[config.mk]
export PLATFORM = sky130hd
export DESIGN_NAME = alu_in_responder
export DESIGN_NICKNAME = d
export VERILOG_FILES = /design/src/rtl/alu_in_responder_pkg.sv /design/src/rtl/alu_in_responder_mul_pipe.sv /design/src/rtl/alu_in_responder.sv
export SDC_FILE = /design/constraint.sdc
export NUM_CORES = 1
export LEC_CHECK = 0
export CAP_MARGIN = 20
export CORE_AREA = 2 2 116 118
export DETAILED_ROUTE_END_ITERATION = 16
export DIE_AREA = 0 0 118 120
export GPL_ROUTABILITY_DRIVEN = 0
export GPL_TIMING_DRIVEN = 0
export RECOVER_POWER = 100
export SKIP_CTS_REPAIR_TIMING = 1
export SLEW_MARGIN = 20
export SYNTH_ARGS = -nofsm -noshare
export SYNTH_HDL_FRONTEND = slang
export SYNTH_SLANG_ARGS = --single-unit
[constraint.sdc]
create_clock -name i_clk -period 8.65 [get_ports i_clk]
set_input_delay 1.73 -clock i_clk [delete_from_list [all_inputs] [get_ports i_clk]]
set_output_delay 1.73 -clock i_clk [all_outputs]
set_load 0.01 [all_outputs]
[src/rtl/alu_in_responder_pkg.sv]
// Shared opcode/state types and per-operation latencies for the ALU responder.
package alu_in_pkg_hdl;

  typedef enum logic [2:0] {
    OP_NOP = 3'b000,
    OP_ADD = 3'b001,
    OP_AND = 3'b010,
    OP_XOR = 3'b011,
    OP_MUL = 3'b100,
    OP_RST = 3'b111
  } alu_in_op_t;

  typedef enum logic {
    ST_IDLE = 1'b0,
    ST_BUSY = 1'b1
  } alu_in_state_t;

  localparam int LAT_ADD = 2;
  localparam int LAT_AND = 1;
  localparam int LAT_XOR = 1;
  localparam int LAT_MUL = 4;

  localparam int CNT_W = 2;

  // Down-counter load value is latency minus one; unknown ops never start a count.
  function automatic logic [CNT_W-1:0] countLoad(input alu_in_op_t op);
    case (op)
      OP_ADD:  countLoad = CNT_W'(LAT_ADD - 1);
      OP_AND:  countLoad = CNT_W'(LAT_AND - 1);
      OP_XOR:  countLoad = CNT_W'(LAT_XOR - 1);
      OP_MUL:  countLoad = CNT_W'(LAT_MUL - 1);
      default: countLoad = '0;
    endcase
  endfunction

endpackage

[src/rtl/alu_in_responder_mul_pipe.sv]
// Three-stage registered unsigned multiplier: operands, raw product, output.
module alu_in_mul_pipe #(
  parameter int DATA_WIDTH = 8
) (
  input  logic                      i_clk,
  input  logic                      i_rst,
  input  logic                      i_load,
  input  logic [DATA_WIDTH-1:0]     i_a,
  input  logic [DATA_WIDTH-1:0]     i_b,
  output logic [2*DATA_WIDTH-1:0]   o_prod
);

  localparam int PROD_W = 2 * DATA_WIDTH;

  logic [DATA_WIDTH-1:0] r_a;
  logic [DATA_WIDTH-1:0] r_b;
  logic [PROD_W-1:0]     r_stage2;
  logic [PROD_W-1:0]     r_stage3;

  // Operands are held between loads, so the later stages keep presenting the same product.
  always_ff @(posedge i_clk) begin
    if (i_rst) begin
      r_a      <= '0;
      r_b      <= '0;
      r_stage2 <= '0;
      r_stage3 <= '0;
    end else begin
      if (i_load) begin
        r_a <= i_a;
        r_b <= i_b;
      end
      r_stage2 <= PROD_W'(r_a) * PROD_W'(r_b);
      r_stage3 <= r_stage2;
    end
  end

  assign o_prod = r_stage3;

endmodule

[src/rtl/alu_in_responder.sv]
// Valid/ready ALU responder: single-cycle and/xor, two-cycle add, four-cycle pipelined multiply.
module alu_in_responder
  import alu_in_pkg_hdl::*;
#(
  parameter  int DATA_WIDTH   = 8,
  localparam int RESULT_WIDTH = 2 * DATA_WIDTH
) (
  input  logic                    i_clk,
  input  logic                    i_rst,
  input  logic                    i_valid,
  input  logic [2:0]              i_op,
  input  logic [DATA_WIDTH-1:0]   i_a,
  input  logic [DATA_WIDTH-1:0]   i_b,
  output logic                    o_ready,
  output logic                    o_done,
  output logic [RESULT_WIDTH-1:0] o_result
);

  alu_in_state_t           r_state;
  alu_in_state_t           w_nextState;
  logic [CNT_W-1:0]        r_count;
  logic [CNT_W-1:0]        w_nextCount;
  logic                    r_done;
  logic                    w_nextDone;
  logic [RESULT_WIDTH-1:0] r_result;
  logic [RESULT_WIDTH-1:0] w_nextResult;
  alu_in_op_t              r_op;
  alu_in_op_t              w_nextOp;
  logic [DATA_WIDTH-1:0]   r_a;
  logic [DATA_WIDTH-1:0]   r_b;
  logic [DATA_WIDTH-1:0]   w_nextA;
  logic [DATA_WIDTH-1:0]   w_nextB;

  alu_in_op_t              w_inOp;
  logic                    w_ready;
  logic                    w_accept;
  logic                    w_mulLoad;
  logic [RESULT_WIDTH-1:0] w_mulProd;
  logic [RESULT_WIDTH-1:0] w_busyResult;

  assign w_inOp    = alu_in_op_t'(i_op);
  assign w_ready   = (r_state == ST_IDLE);
  assign w_accept  = i_valid && w_ready;
  assign w_mulLoad = w_accept && (w_inOp == OP_MUL);

  alu_in_mul_pipe #(
    .DATA_WIDTH (DATA_WIDTH)
  ) u_mulPipe (
    .i_clk  (i_clk),
    .i_rst  (i_rst),
    .i_load (w_mulLoad),
    .i_a    (i_a),
    .i_b    (i_b),
    .o_prod (w_mulProd)
  );

  assign w_busyResult = (r_op == OP_MUL) ? w_mulProd
                                         : RESULT_WIDTH'(r_a) + RESULT_WIDTH'(r_b);

  // Single-cycle ops finish on their acceptance edge, so the live inputs are the captured operands.
  always_comb begin
    w_nextState  = r_state;
    w_nextCount  = r_count;
    w_nextDone   = 1'b0;
    w_nextResult = r_result;
    w_nextOp     = r_op;
    w_nextA      = r_a;
    w_nextB      = r_b;
    case (r_state)
      ST_IDLE: begin
        if (w_accept) begin
          case (w_inOp)
            OP_AND: begin
              w_nextDone   = 1'b1;
              w_nextResult = RESULT_WIDTH'(i_a & i_b);
            end
            OP_XOR: begin
              w_nextDone   = 1'b1;
              w_nextResult = RESULT_WIDTH'(i_a ^ i_b);
            end
            OP_ADD, OP_MUL: begin
              w_nextState = ST_BUSY;
              w_nextCount = countLoad(w_inOp);
              w_nextOp    = w_inOp;
              w_nextA     = i_a;
              w_nextB     = i_b;
            end
            OP_RST: begin
              w_nextResult = '0;
            end
            default: begin
            end
          endcase
        end
      end
      ST_BUSY: begin
        if (r_count == CNT_W'(1)) begin
          w_nextState  = ST_IDLE;
          w_nextCount  = '0;
          w_nextDone   = 1'b1;
          w_nextResult = w_busyResult;
        end else begin
          w_nextCount = r_count - CNT_W'(1);
        end
      end
      default: begin
        w_nextState = ST_IDLE;
        w_nextCount = '0;
      end
    endcase
  end

  always_ff @(posedge i_clk) begin
    if (i_rst) begin
      r_state  <= ST_IDLE;
      r_count  <= '0;
      r_done   <= 1'b0;
      r_result <= '0;
      r_op     <= OP_NOP;
      r_a      <= '0;
      r_b      <= '0;
    end else begin
      r_state  <= w_nextState;
      r_count  <= w_nextCount;
      r_done   <= w_nextDone;
      r_result <= w_nextResult;
      r_op     <= w_nextOp;
      r_a      <= w_nextA;
      r_b      <= w_nextB;
    end
  end

  assign o_ready  = w_ready;
  assign o_done   = r_done;
  assign o_result = r_result;

endmodule

Word-level counts from Yosys, hierarchy flattened:

Index checks and enable logic that the tools add are counted.

* flip-flop bits (word level): 87
* bits in latches: 0
* memory bits (writable): 0
* bits in read-only memories: 0
* input bits: 22
* word-level logic and storage cells: 53
* memories: 0

* add/subtract/negate cells: 2
* $mul: 1
* divide/modulo/power cells: 0
* order comparisons: 0
* eq/ne operators: 11
* shift-type cells: 0
* multiplexer cells: 18
* bitwise logic cells: 3
* reductions and logical operators: 7

Operators with widths (count)
* $mux W16: 3
* $pmux W16 S3: 1
* $pmux W16 S2: 1
* $mul A8 B8 Y16: 1
* $add A8 B8 Y9: 1
* $eq A3 B3 Y1 const B: 3
* $and A8 B8 Y8: 1
* $pmux W2 S2: 2
* $xor A8 B8 Y8: 1
* $eq A3 B2 Y1 const B: 2
* $mux W1: 6
* $mux W2: 3
* $ne A2 B1 Y1 const B: 3
* $reduce_and A3 Y1: 2
* $ne A4 B1 Y1 const B: 1
* $pmux W1 S2: 2
* $reduce_or A2 Y1: 2
* $eq A3 B1 Y1 const B: 1
* $eq A2 B1 Y1 const B: 1
* $logic_and A1 B1 Y1: 2
* $reduce_and A2 Y1: 1
* $sub A2 B1 Y2 const B: 1
* $not A1 Y1: 1

Depth between registers and ports, before layout:

Gate-level depths: netlist of the first run.

* depth after elaboration: 5
* depth in mapped cells: 16

Cells and area by module:

A second synthesis of the first run with hierarchy kept.

* cell total of the unflattened synthesis: 629
* area total of the unflattened synthesis: 5770.5 um2

Modules (own cells, without submodules)
* alu_in_mul_pipe: times used 1, cells each 372, area each 3540.9 um2, sequential area each 960.9 um2
* alu_in_responder: times used 1, cells each 257, area each 2229.6 um2, sequential area each 780.7 um2

Worst setup path before layout of the first run:

Ideal clock, no wire load.

* kind: register to register
* from: register u_mulPipe.r_b[7]
* to: register u_mulPipe.r_stage2[15]
* arrival: 4242 ps
* data required time: 8529 ps
* setup slack: 4287 ps
* stages on the path, launching flop included: 15
* clock period less this slack: 4363 ps
* cell sequence: dfxtp_1 and2_1 fa_1 fa_1 fa_1 inv_1 fa_1 inv_1 ha_1 buf_6 a211o_1 nor2_1 a21oi_1 a311o_1 mux2_4

* cells in the longest elaborated chain, start to end: 1

RTL lines
* start: declaration: RTL line alu_in_responder_mul_pipe.sv:16 `logic [DATA_WIDTH-1:0] r_b;`
* start signal: assignment: RTL line alu_in_responder_mul_pipe.sv:30 `r_b <= i_b;`
* $mul A8 B8 Y16: RTL line alu_in_responder_mul_pipe.sv:32 `r_stage2 <= PROD_W'(r_a) * PROD_W'(r_b);`
* end signal: assignment: RTL line alu_in_responder_mul_pipe.sv:32
* end: declaration: RTL line alu_in_responder_mul_pipe.sv:17 `logic [PROD_W-1:0] r_stage2;`

No other way between the ends.
A chain may end at the register's enable or synchronous reset.

Worst setup path in the final report of the first run:

* from: register u_mulPipe.r_a[2]
* to: register u_mulPipe.r_stage2[15]

* cells in the longest elaborated chain, start to end: 1

RTL lines
* start: declaration: RTL line alu_in_responder_mul_pipe.sv:15 `logic [DATA_WIDTH-1:0] r_a;`
* start signal: assignment: RTL line alu_in_responder_mul_pipe.sv:29 `r_a <= i_a;`
* $mul A8 B8 Y16: RTL line alu_in_responder_mul_pipe.sv:32

No other way between the ends.

==> results by group, run 1 <==
Outcome
  – Status: finished, final reports clean

Logic synthesis
  – EDFF count, synth: 0
  – Post-Synthesis Cells: between 600 and 700
  – Mapped Nets: approximately 760
  – Seq/Total Area, Yosys: 30.5%
  – Synth Area in Simple Gates: roughly 22%
  – Number of synthesized register bits: a little under 90
  – Top cells by count, synth: 93 x nand2_1, 87 x dfxtp_1, 65 x inv_1
  – Yosys cell types: 55
  – Top cells by area, synth: dfxtp_1 30%, fa_1 13%, ha_1 12%
  – Post-synthesis adder-cell area fraction: between 20% and 30%
  – Leading area contributor after synthesis: dfxtp_1
  – Post-synth top area share: 30.5%
  – Largest family of logic cells by synthesized area: adder cells
  – Synthesized area per cell: ~9 sq um
  – Warning count from the yosys run: 0
  – Most common cell in the netlist: nand2_1
  – Post-synthesis mux area share: less than 1%
  – Main synth FF type: dfxtp_1
  – Fraction of registers with async set/reset: 0%
  – Post-synthesis xor/xnor area fraction: approximately 1.5%
  – Mapped Area: ~5700 sq um
  – Compound-Gate Fraction of Synth Area: between 10% and 20%

Global route
  – First-pass GRT wire length: around 24000 um
  – Total track usage: around a fifth
  – Number of global-route vias before repair: between 4000 and 5000
  – Largest net degree at the start of global routing: 16
  – Global route total overflow: 0
  – Initial antenna violation count: 0

Worst hold path
  – Worst Hold Class: flop to flop

Cells and area
  – Fraction of layout cells with a size suffix above 1: under 10%
  – Fin cells: a little under 900
  – Antenna diode count: 0
  – Final Net Count: 811
  – P&R area growth vs syn: 15.1%

Setup path
  – WP data arrival: 5.00 ns
  – Worst endpoint required time: ~9 ns
  – Worst Setup End Kind: flop
  – CP Class: flop to flop
  – Startpoint types: flop
  – CP Max Fanout: 9

STA
  – Period utilization: a little under three fifths
  – Fmax: 209 MHz
  – Max Transition Viols Final: 0
  – Least-Margin Pin Slew: a little under 0.9 ns
  – Post-layout minimum cycle time: 4.78 ns
  – RSZ-0062 raised after global routing: false
  – TNS Setup: 0 ns
  – Worst relative slew slack: 40.6%
  – Setup Skew: slightly above 0.008 ns
  – Final Hold Viols: 0
  – Setup Viol. Count Final: 0

Route
  – Post-route ant nets: 0
  – Vias per inst: between 5 and 6
  – Final wirelength: roughly 14000 um
  – Initial DRC count: between 200 and 300
  – DRT Pass-1 Iters: 6
  – Routed len/inst: ~16 um
  – DRC Markers: 0
  – Vias: 4603

CTS
  – Depth of the CTS H-tree: 3
  – Clock Sinks: between 80 and 90
  – Reg clk slew, reported paths: around 0.070 ns
  – Worst-skew pair later-pin latency: 0.34 ns
  – TritonCTS clock tree: done
  – Cts bufs inserted: 9
  – Worst-case clock buffer depth: 2
  – CTS root buffer: clkbuf_16

Floorplanning
  – Full die area: around 14000 sq um
  – # rows: between 40 and 50
  – Starting density of the core: between 40 and 50%
  – Core Box Area: between 10000 and 15000 sq um
  – Die H: 120 um
  – Io pins: 40
  – Die width: roughly 120 um

Placement
  – Port Buffer Count: 37
  – DP HPWL: 10900 um
  – Inst Count DP: about 860

Pwr
  – Maximum vdd drop: about 90 uV
  – Leak Pwr: ~2.9 nW
  – P per Cell Area: about 140 nW/um^2

Run
  – Max-cap check violation count: 0
-- cells by family (layout without fill, tap and decap cells) --
| group | Yosys count | after routing |
|---|---|---|
| AND/OR/NAND/NOR | 242 | 242 |
| multiplexers | 4 | 4 |
| flip-flops | 87 | 87 |
| buffers and inverters | 91 | 144 |
| XOR/XNOR | 10 | 10 |
| adder cells (fa/ha/maj) | 90 | 90 |
| AO/OA/AOI/OAI | 127 | 127 |
-- metal layers --
layer / routed length (um) / GRT usage, % / part of all wire, %
met5: 0 / 0 / 0
met2: 7060 / 38.3 / 50
met3: 538 / 3.61 / 3.8
met4: 267 / 7.61 / 1.9
met1: 6220 / 25.6 / 44
-- stage by stage --
| stage | hold slack (ns) | total power [W] | setup WS [ns] | util (%) | cell area, sq um |
|---|---|---|---|---|---|
| after global placement | 0.418 | 0.000518 | 3.97 | 48.6 | 6310 |
| after detailed placement | 0.420 | 0.000520 | 3.98 | 48.6 | 6310 |
| final | 0.430 | 0.000897 | 3.87 | 50.7 | 6580 |
| after global routing | 0.452 | 0.000929 | 3.57 | 50.7 | 6580 |
| after CTS | 0.432 | 0.000904 | 3.96 | 50.9 | 6600 |
| after floorplan | 0.414 | 0.000478 | 4.29 | - | 5720 |
-- registers in the layout, summed over array words and instances (netlist names) --
register,count
o_done,1
o_result,16
r_a,8
r_b,8
r_count,2
r_op,3
r_state,1
u_mulPipe.o_prod,16
u_mulPipe.r_a,8
u_mulPipe.r_b,8
u_mulPipe.r_stage2,16
-- report_power, final --
| part | switching, W | internal (W) | total, W |
|---|---|---|---|
| clock | 0.000162 | 0.000225 | 0.000388 |
| combinational | 0.0000546 | 0.0000362 | 0.0000908 |
| sequential | 0.00000945 | 0.000410 | 0.000419 |
| total | 0.000226 | 0.000671 | 0.000897 |
-- worst paths after layout --
check | from | endpoint | slack [ns] | cells past startpoint
max | u_mulPipe.r_a[2]$_SDFFE_PP0P_ | u_mulPipe.r_stage2[15]$_SDFF_PP0_ | 3.87 | 14
min | u_mulPipe.r_stage2[3]$_SDFF_PP0_ | u_mulPipe.o_prod[3]$_SDFF_PP0_ | 0.43 | 1
max reg2reg | u_mulPipe.r_a[2]$_SDFFE_PP0P_ | u_mulPipe.r_stage2[15]$_SDFF_PP0_ | 3.87 | 14
min reg2reg | u_mulPipe.r_stage2[3]$_SDFF_PP0_ | u_mulPipe.o_prod[3]$_SDFF_PP0_ | 0.43 | 1
-- cell type report --
| type | count | area [sq um] |
|---|---|---|
| tap | 176 | 220 |
| clock buffer | 10 | 229 |
| multi-input combinational | 473 | 3580 |
| sequential | 87 | 1740 |
| clock inverter | 6 | 66.3 |
| timing repair buffer | 37 | 370 |
| inverter | 65 | 244 |
| fill | 1244 | 6400 |
| buffer | 26 | 121 |
-- cells in the final DEF, fill, tap and decap left out, types with 7 or more instances in the layout --
| cell | n |
|---|---|
| dfxtp_1 | 87 |
| clkdlybuf4s50_1 | 17 |
| and2_1 | 48 |
| o21ai_0 | 15 |
| nand2b_1 | 8 |
| clkbuf_16 | 9 |
| a211oi_1 | 10 |
| dlygate4sd3_1 | 20 |
| clkbuf_1 | 22 |
| fa_1 | 37 |
| inv_1 | 65 |
| nand2_1 | 93 |
| ha_1 | 53 |
| nor2_1 | 31 |
| nor2b_1 | 24 |
| a21oi_1 | 55 |
| a22oi_1 | 7 |
-- critical path, cell delays in order, from the launching register on --
cell      delay, ns
dfxtp_1        0.53
and2_0         0.21
fa_1           0.45
fa_1           0.52
fa_1           0.55
inv_1          0.06
fa_1           0.55
inv_1          0.05
ha_1           0.28
clkbuf_1       0.18
a211o_1        0.38
nor2_1         0.11
a21oi_1        0.10
a311o_1        0.37
mux2_1         0.33
Power figures use the tool's default switching activity.
==> run 2, diff against run 1 <==
- clock period: 8.65 -> 4.75 ns (I/O delays scaled with it)
==> run 2 against run 1 <==
- via count increased by 0.13%
- maximum frequency is 5.6% higher
- clock power is 81% higher
- register-to-register slack lost 3.6 ns
- power rose by 82%
- clock skew about the same
- critical endpoint unchanged
- highest routed layer unchanged
==> results by group, run 2 (same netlist as run 1, synthesis figures left out) <==
Floorplanning
  – Die H: approximately 120 um
  – Full die area: roughly 14000 sq um
  – Core Box Area: roughly 13000 sq um
  – Io pins: 40
  – # rows: 42
  – Starting density of the core: around 44%
  – Die width: between 100 and 150 um

STA
  – Post-layout minimum cycle time: roughly 4.5 ns
  – Least-Margin Pin Slew: 0.885 ns
  – TNS Setup: 0 ns
  – RSZ-0062 raised after global routing: false
  – Setup Skew: ~0.0083 ns
  – Max Transition Viols Final: 0
  – Fmax: ~220 MHz
  – Worst relative slew slack: around two fifths
  – Setup Viol. Count Final: 0
  – Final Hold Viols: 0
  – Period utilization: a little over nine tenths
  – Hold_ws: roughly 0.43 ns

Setup path
  – Slowest-stage cell, CP: fa_1
  – WP data arrival: 4.75 ns
  – WP buf/inv: 3
  – CP max stage delay: around 0.55 ns
  – CP Max Fanout: 9
  – Startpoint types: flop
  – Worst endpoint required time: around 5.0 ns
  – Crit-path leading delay family: adder cells
  – Worst Setup End Kind: flop
  – Crit-path most repeated cell: fa_1
  – Crit-path cells: and2_1 -> fa_1 -> fa_1 -> fa_1 -> inv_1 -> fa_1 -> inv_1 -> ha_1 -> buf_6 -> a211o_1 -> nor2_1 -> a21oi_1 -> a311o_1 -> mux2_4
  – CP Class: flop to flop

Cells and area
  – Fraction of layout cells with a size suffix above 1: under 10%
  – P&R area growth vs syn: 15.6%
  – Final Net Count: slightly above 800
  – Fin cells: 880
  – Most frequent cells in the layout: 93 x nand2_1, 74 x dfxtp_1, 65 x inv_1, 55 x a21oi_1, 53 x ha_1
  – Commonest non-fill, non-tap cell in the layout: nand2_1
  – Antenna diode count: 0

Global route
  – Initial antenna violation count: 0
  – Total track usage: between 20% and 30%
  – First-pass GRT wire length: 23700 um
  – Largest net degree at the start of global routing: 16
  – Global route total overflow: 0
  – Number of global-route vias before repair: approximately 4600

Route
  – Vias per inst: between 5 and 6
  – DRC Markers: 0
  – DRT Pass-1 Iters: 4
  – Initial DRC count: 315
  – Vias: about 4600
  – Routed len/inst: roughly 16 um
  – Post-route ant nets: 0
  – Final wirelength: between 10000 and 15000 um

Pwr
  – P per Cell Area: around 250 nW/um^2
  – Leak Pwr: between 2 and 3 nW
  – Maximum vdd drop: 160 uV

CTS
  – TritonCTS clock tree: done
  – CTS root buffer: clkbuf_16
  – Worst-skew pair later-pin latency: between 0.3 and 0.4 ns
  – Clock Sinks: between 80 and 90
  – Reg clk slew, reported paths: 0.06 ns
  – Cts bufs inserted: 9
  – Worst-case clock buffer depth: 2
  – Depth of the CTS H-tree: 3

Placement
  – DP HPWL: ~11000 um
  – Port Buffer Count: 37
  – Inst Count DP: roughly 860

Outcome
  – Status: finished, final reports clean

Worst hold path
  – Worst Hold Class: flop to flop

Run
  – Max-cap check violation count: 0
## run 2: cell count changes in the layout (fill, tap and decap cells not counted), sizes merged
cell	change
buf	+1
clkbuf	-1
## run 2: area by class of cell
class                      instances  area, sq um
tap                              176          220
buffer                            26          129
fill                            1235         6370
clock buffer                      10          229
multi-input combinational        473         3590
sequential                        87         1760
inverter                          65          244
timing repair buffer              37          370
clock inverter                     6         66.3
## run 2: report_power, final
part / leakage, nW / internal [W] / switching, W / total (W)
registers: 0.710 / 0.000746 / 0.0000172 / 0.000763
clock network: 0.147 / 0.000410 / 0.000293 / 0.000704
logic: 2.05 / 0.0000661 / 0.0000994 / 0.000165
total: 2.91 / 0.00122 / 0.000410 / 0.00163
## run 2: final timing paths
kind                                     from                           endpoint  slack (ns)  cells after the start
max             u_mulPipe.r_a[4]$_SDFFE_PP0P_  u_mulPipe.r_stage2[15]$_SDFF_PP0_        0.22                     14
min          u_mulPipe.r_stage2[3]$_SDFF_PP0_     u_mulPipe.o_prod[3]$_SDFF_PP0_        0.43                      1
max reg2reg     u_mulPipe.r_a[4]$_SDFFE_PP0P_  u_mulPipe.r_stage2[15]$_SDFF_PP0_        0.22                     14
min reg2reg  u_mulPipe.r_stage2[3]$_SDFF_PP0_     u_mulPipe.o_prod[3]$_SDFF_PP0_        0.43                      1
## run 2: layer usage
metal  GRT usage (%)  vias to the layer above  part of all wire (%)
li1                -                     2266                     -
met1            25.6                     2229                    44
met2            38.3                       93                    50
met3            3.61                       21                   3.9
met4            7.61                        0                   2.1
met5               0                        -                     0
## run 2: worst reg2reg max path: stages (launching register included)
cell,delay [ns]
dfxtp_4,0.38
and2_1,0.19
fa_1,0.50
fa_1,0.52
fa_1,0.55
inv_1,0.06
fa_1,0.55
inv_1,0.05
ha_1,0.29
buf_6,0.14
a211o_1,0.31
nor2_1,0.11
a21oi_1,0.10
a311o_1,0.38
mux2_4,0.30
## run 2: through the flow
stage | instance area [sq um] | worst slack [ns] | power, W | util [%]
floorplan | 5720 | 0.387 | 0.000870 | -
global placement | 6310 | 0.0721 | 0.000943 | 48.6
detailed placement | 6310 | 0.0757 | 0.000947 | 48.6
CTS | 6600 | 0.0590 | 0.00165 | 50.9
global route | 6610 | 0.00281 | 0.00169 | 50.9
finish | 6610 | 0.224 | 0.00163 | 50.9
==> run 3, diff against run 2 <==
- CORE_AREA: 2 2 116 118 -> 2 2 117 119
- DIE_AREA: 0 0 118 120 -> 0 0 119 121
- SYNTH_HIERARCHICAL: unset -> 1
==> run 3 against run 2 <==
- final cell count shrank 2.4%
- area after synthesis grew 0.96%
- combinational power shrank 13%
- worst hold slack gained 0.0020 ns
- sequential power shrank 0.7%
- sequential share of layout area shrank 0.13 points
- die area grew 1.7%
- largest power group unchanged
==> results by group, run 3 <==
Cells and area
  – Final instance area: 6570 sq um
  – Antenna diode count: 0
  – FF/Latch Area: ~1700 sq um
  – Final Net Count: 790
  – Commonest non-fill, non-tap cell in the layout: dfxtp_1
  – Fin cells: between 800 and 900
  – P&R area growth vs syn: 13.8%
  – Fill cells: around 1200
  – Multi-input logic area: 3650 sq um
  – Fraction of layout cells with a size suffix above 1: around 5.7%
  – Most frequent cells in the layout: 87 x dfxtp_1, 59 x nand2_1, 53 x ha_1, 52 x inv_1, 52 x nor2_1

Logic synthesis
  – Largest family of logic cells by synthesized area: adder cells
  – Mapped Nets: 741
  – Main synth FF type: dfxtp_1
  – Yosys cell types: just over 60
  – Number of synthesized register bits: 87
  – Post-synth top area share: between 30% and 40%
  – Post-synthesis mux area share: 3.34%
  – Top cells by count, synth: 87 x dfxtp_1, 59 x nand2_1, 53 x ha_1
  – Post-synthesis adder-cell area fraction: about a quarter
  – Synth Area in Simple Gates: 21.8%
  – Warning count from the yosys run: 6
  – Most common cell in the netlist: dfxtp_1
  – Synthesized area per cell: between 9 and 10 sq um
  – Fraction of registers with async set/reset: 0%
  – Post-synthesis xor/xnor area fraction: between 1 and 1.5%
  – Top cells by area, synth: dfxtp_1 30%, fa_1 13%, ha_1 11%
  – Compound-Gate Fraction of Synth Area: 13.7%
  – Mapped Area: between 5000 and 6000 sq um
  – Leading area contributor after synthesis: dfxtp_1
  – Seq/Total Area, Yosys: 30.2%
  – Post-Synthesis Cells: around 630
  – EDFF count, synth: 0

Route
  – DRC Markers: 0
  – Met2 wire len: 7140 um
  – Vias per inst: 5.29
  – Top Layer Used: met4
  – Post-route ant nets: 0
  – M1 WL: 6000 um
  – Vias: 4548
  – Routed len/inst: approximately 16 um
  – Final wirelength: about 14000 um
  – Initial DRC count: between 200 and 300
  – DRT Pass-1 Iters: 4
  – DR WL met3: 400 um

Floorplanning
  – # rows: 42
  – Die width: about 120 um
  – Starting density of the core: around 44%
  – Io pins: 40
  – Full die area: roughly 14000 sq um
  – Core Box Area: 13100 sq um
  – Die H: 121 um

Setup path
  – CP Max Fanout: 9
  – Startpoint types: flop
  – Slowest-stage cell, CP: dfxtp_1
  – Worst Setup End Kind: flop
  – CP Class: flop to flop
  – Crit-path leading delay family: adder cells
  – Crit-path most repeated cell: fa_1
  – WP data arrival: between 4 and 5 ns
  – Worst endpoint required time: 5.04 ns
  – CP max stage delay: 0.55 ns
  – Crit-path cells: and2_0 -> fa_1 -> fa_1 -> fa_1 -> inv_1 -> fa_1 -> inv_1 -> ha_1 -> and3_1 -> and3_4 -> a21boi_1 -> or4_1 -> nand3_1
  – WP buf/inv: 2

Global route
  – Initial antenna violation count: 0
  – First-pass GRT wire length: ~24000 um
  – Total track usage: between 20% and 30%
  – Number of global-route vias before repair: roughly 4700
  – Largest net degree at the start of global routing: 17
  – Global route total overflow: 0

STA
  – Setup Viol. Count Final: 0
  – Final Hold Viols: 0
  – Max Transition Viols Final: 0
  – Post-layout minimum cycle time: between 4 and 5 ns
  – Fmax: between 200 and 250 MHz
  – Period utilization: about 94%
  – Least-Margin Pin Slew: 0.699 ns
  – RSZ-0062 raised after global routing: false
  – Worst relative slew slack: between 50 and 60%
  – Setup Skew: roughly 0.0047 ns
  – Hold_ws: roughly 0.43 ns
  – TNS Setup: 0 ns

CTS
  – Worst-case clock buffer depth: 2
  – Cts bufs inserted: 9
  – TritonCTS clock tree: done
  – CTS root buffer: clkbuf_16
  – Worst-skew pair later-pin latency: 0.35 ns
  – Reg clk slew, reported paths: 0.07 ns
  – Depth of the CTS H-tree: 3
  – Clock Sinks: 87

Run
  – Max-cap check violation count: 0

Placement
  – DP Area: 6370 sq um
  – Inst Count DP: about 840
  – Port Buffer Count: 38
  – DP HPWL: between 10000 and 15000 um

Pwr
  – Leak Pwr: a little under 3 nW
  – Power, Total: 0.00159 W
  – P per Cell Area: 242 nW/um^2
  – Maximum vdd drop: approximately 150 uV

Outcome
  – Status: finished, final reports clean

Worst hold path
  – Worst Hold Class: flop to flop
## run 3: changes by cell type in the layout (fill, tap and decap cells not counted), moves of 12 or more
cell / previous run / this run
dfxtp_1: 74 / 87
nand2_1: 93 / 59
mux2i_1: 1 / 17
nor2_1: 31 / 52
a21oi_1: 55 / 37
inv_1: 65 / 52
dfxtp_2: 12 / 0
## run 3: metal layers
| layer | up-vias | GRT usage, % |
|---|---|---|
| met5 | - | 0 |
| met4 | 0 | 9.45 |
| met3 | 29 | 3.52 |
| met2 | 77 | 38.4 |
| met1 | 2217 | 24.0 |
| li1 | 2225 | - |
## run 3: logic make-up after synthesis
family          Yosys count
fa+ha+maj                90
mux                      19
simple gates            240
compound gates          110
xor+xnor                  7
flops                    87
buf+inv                  76
## run 3: area by class of cell
type	instances	area share (%)
multi-input cells	466	55.5
flip-flops and latches	87	26.5
inverters	53	3.03
clock inverters	6	0.762
plain buffers	23	1.39
clock buffers	10	3.64
repair buffers	38	5.79
well taps	176	3.35
## run 3: through the flow
stage               setup slack, ns  utilization [%]
finish                        0.276             50.2
global route                 0.0683             50.2
CTS                           0.304             50.9
detailed placement            0.326             48.7
global placement              0.349             48.7
floorplan                     0.667                -
## run 3: power by group
group          total [W]  switching (W)  internal, W
Clock           0.000691       0.000314     0.000377
Sequential      0.000758      0.0000147     0.000743
Combinational   0.000144      0.0000862    0.0000574
Total            0.00159       0.000415      0.00118
## run 3: final timing paths
kind                                    startpoint                                 to  slack (ns)  cells after the start
setup / recovery     u_mulPipe/r_b[7]$_SDFFE_PP0P_  u_mulPipe/r_stage2[15]$_SDFF_PP0_        0.28                     13
hold / removal    u_mulPipe/r_stage2[4]$_SDFF_PP0_     u_mulPipe/o_prod[4]$_SDFF_PP0_        0.43                      1
setup reg to reg     u_mulPipe/r_b[7]$_SDFFE_PP0P_  u_mulPipe/r_stage2[15]$_SDFF_PP0_        0.28                     13
hold reg to reg   u_mulPipe/r_stage2[4]$_SDFF_PP0_     u_mulPipe/o_prod[4]$_SDFF_PP0_        0.43                      1
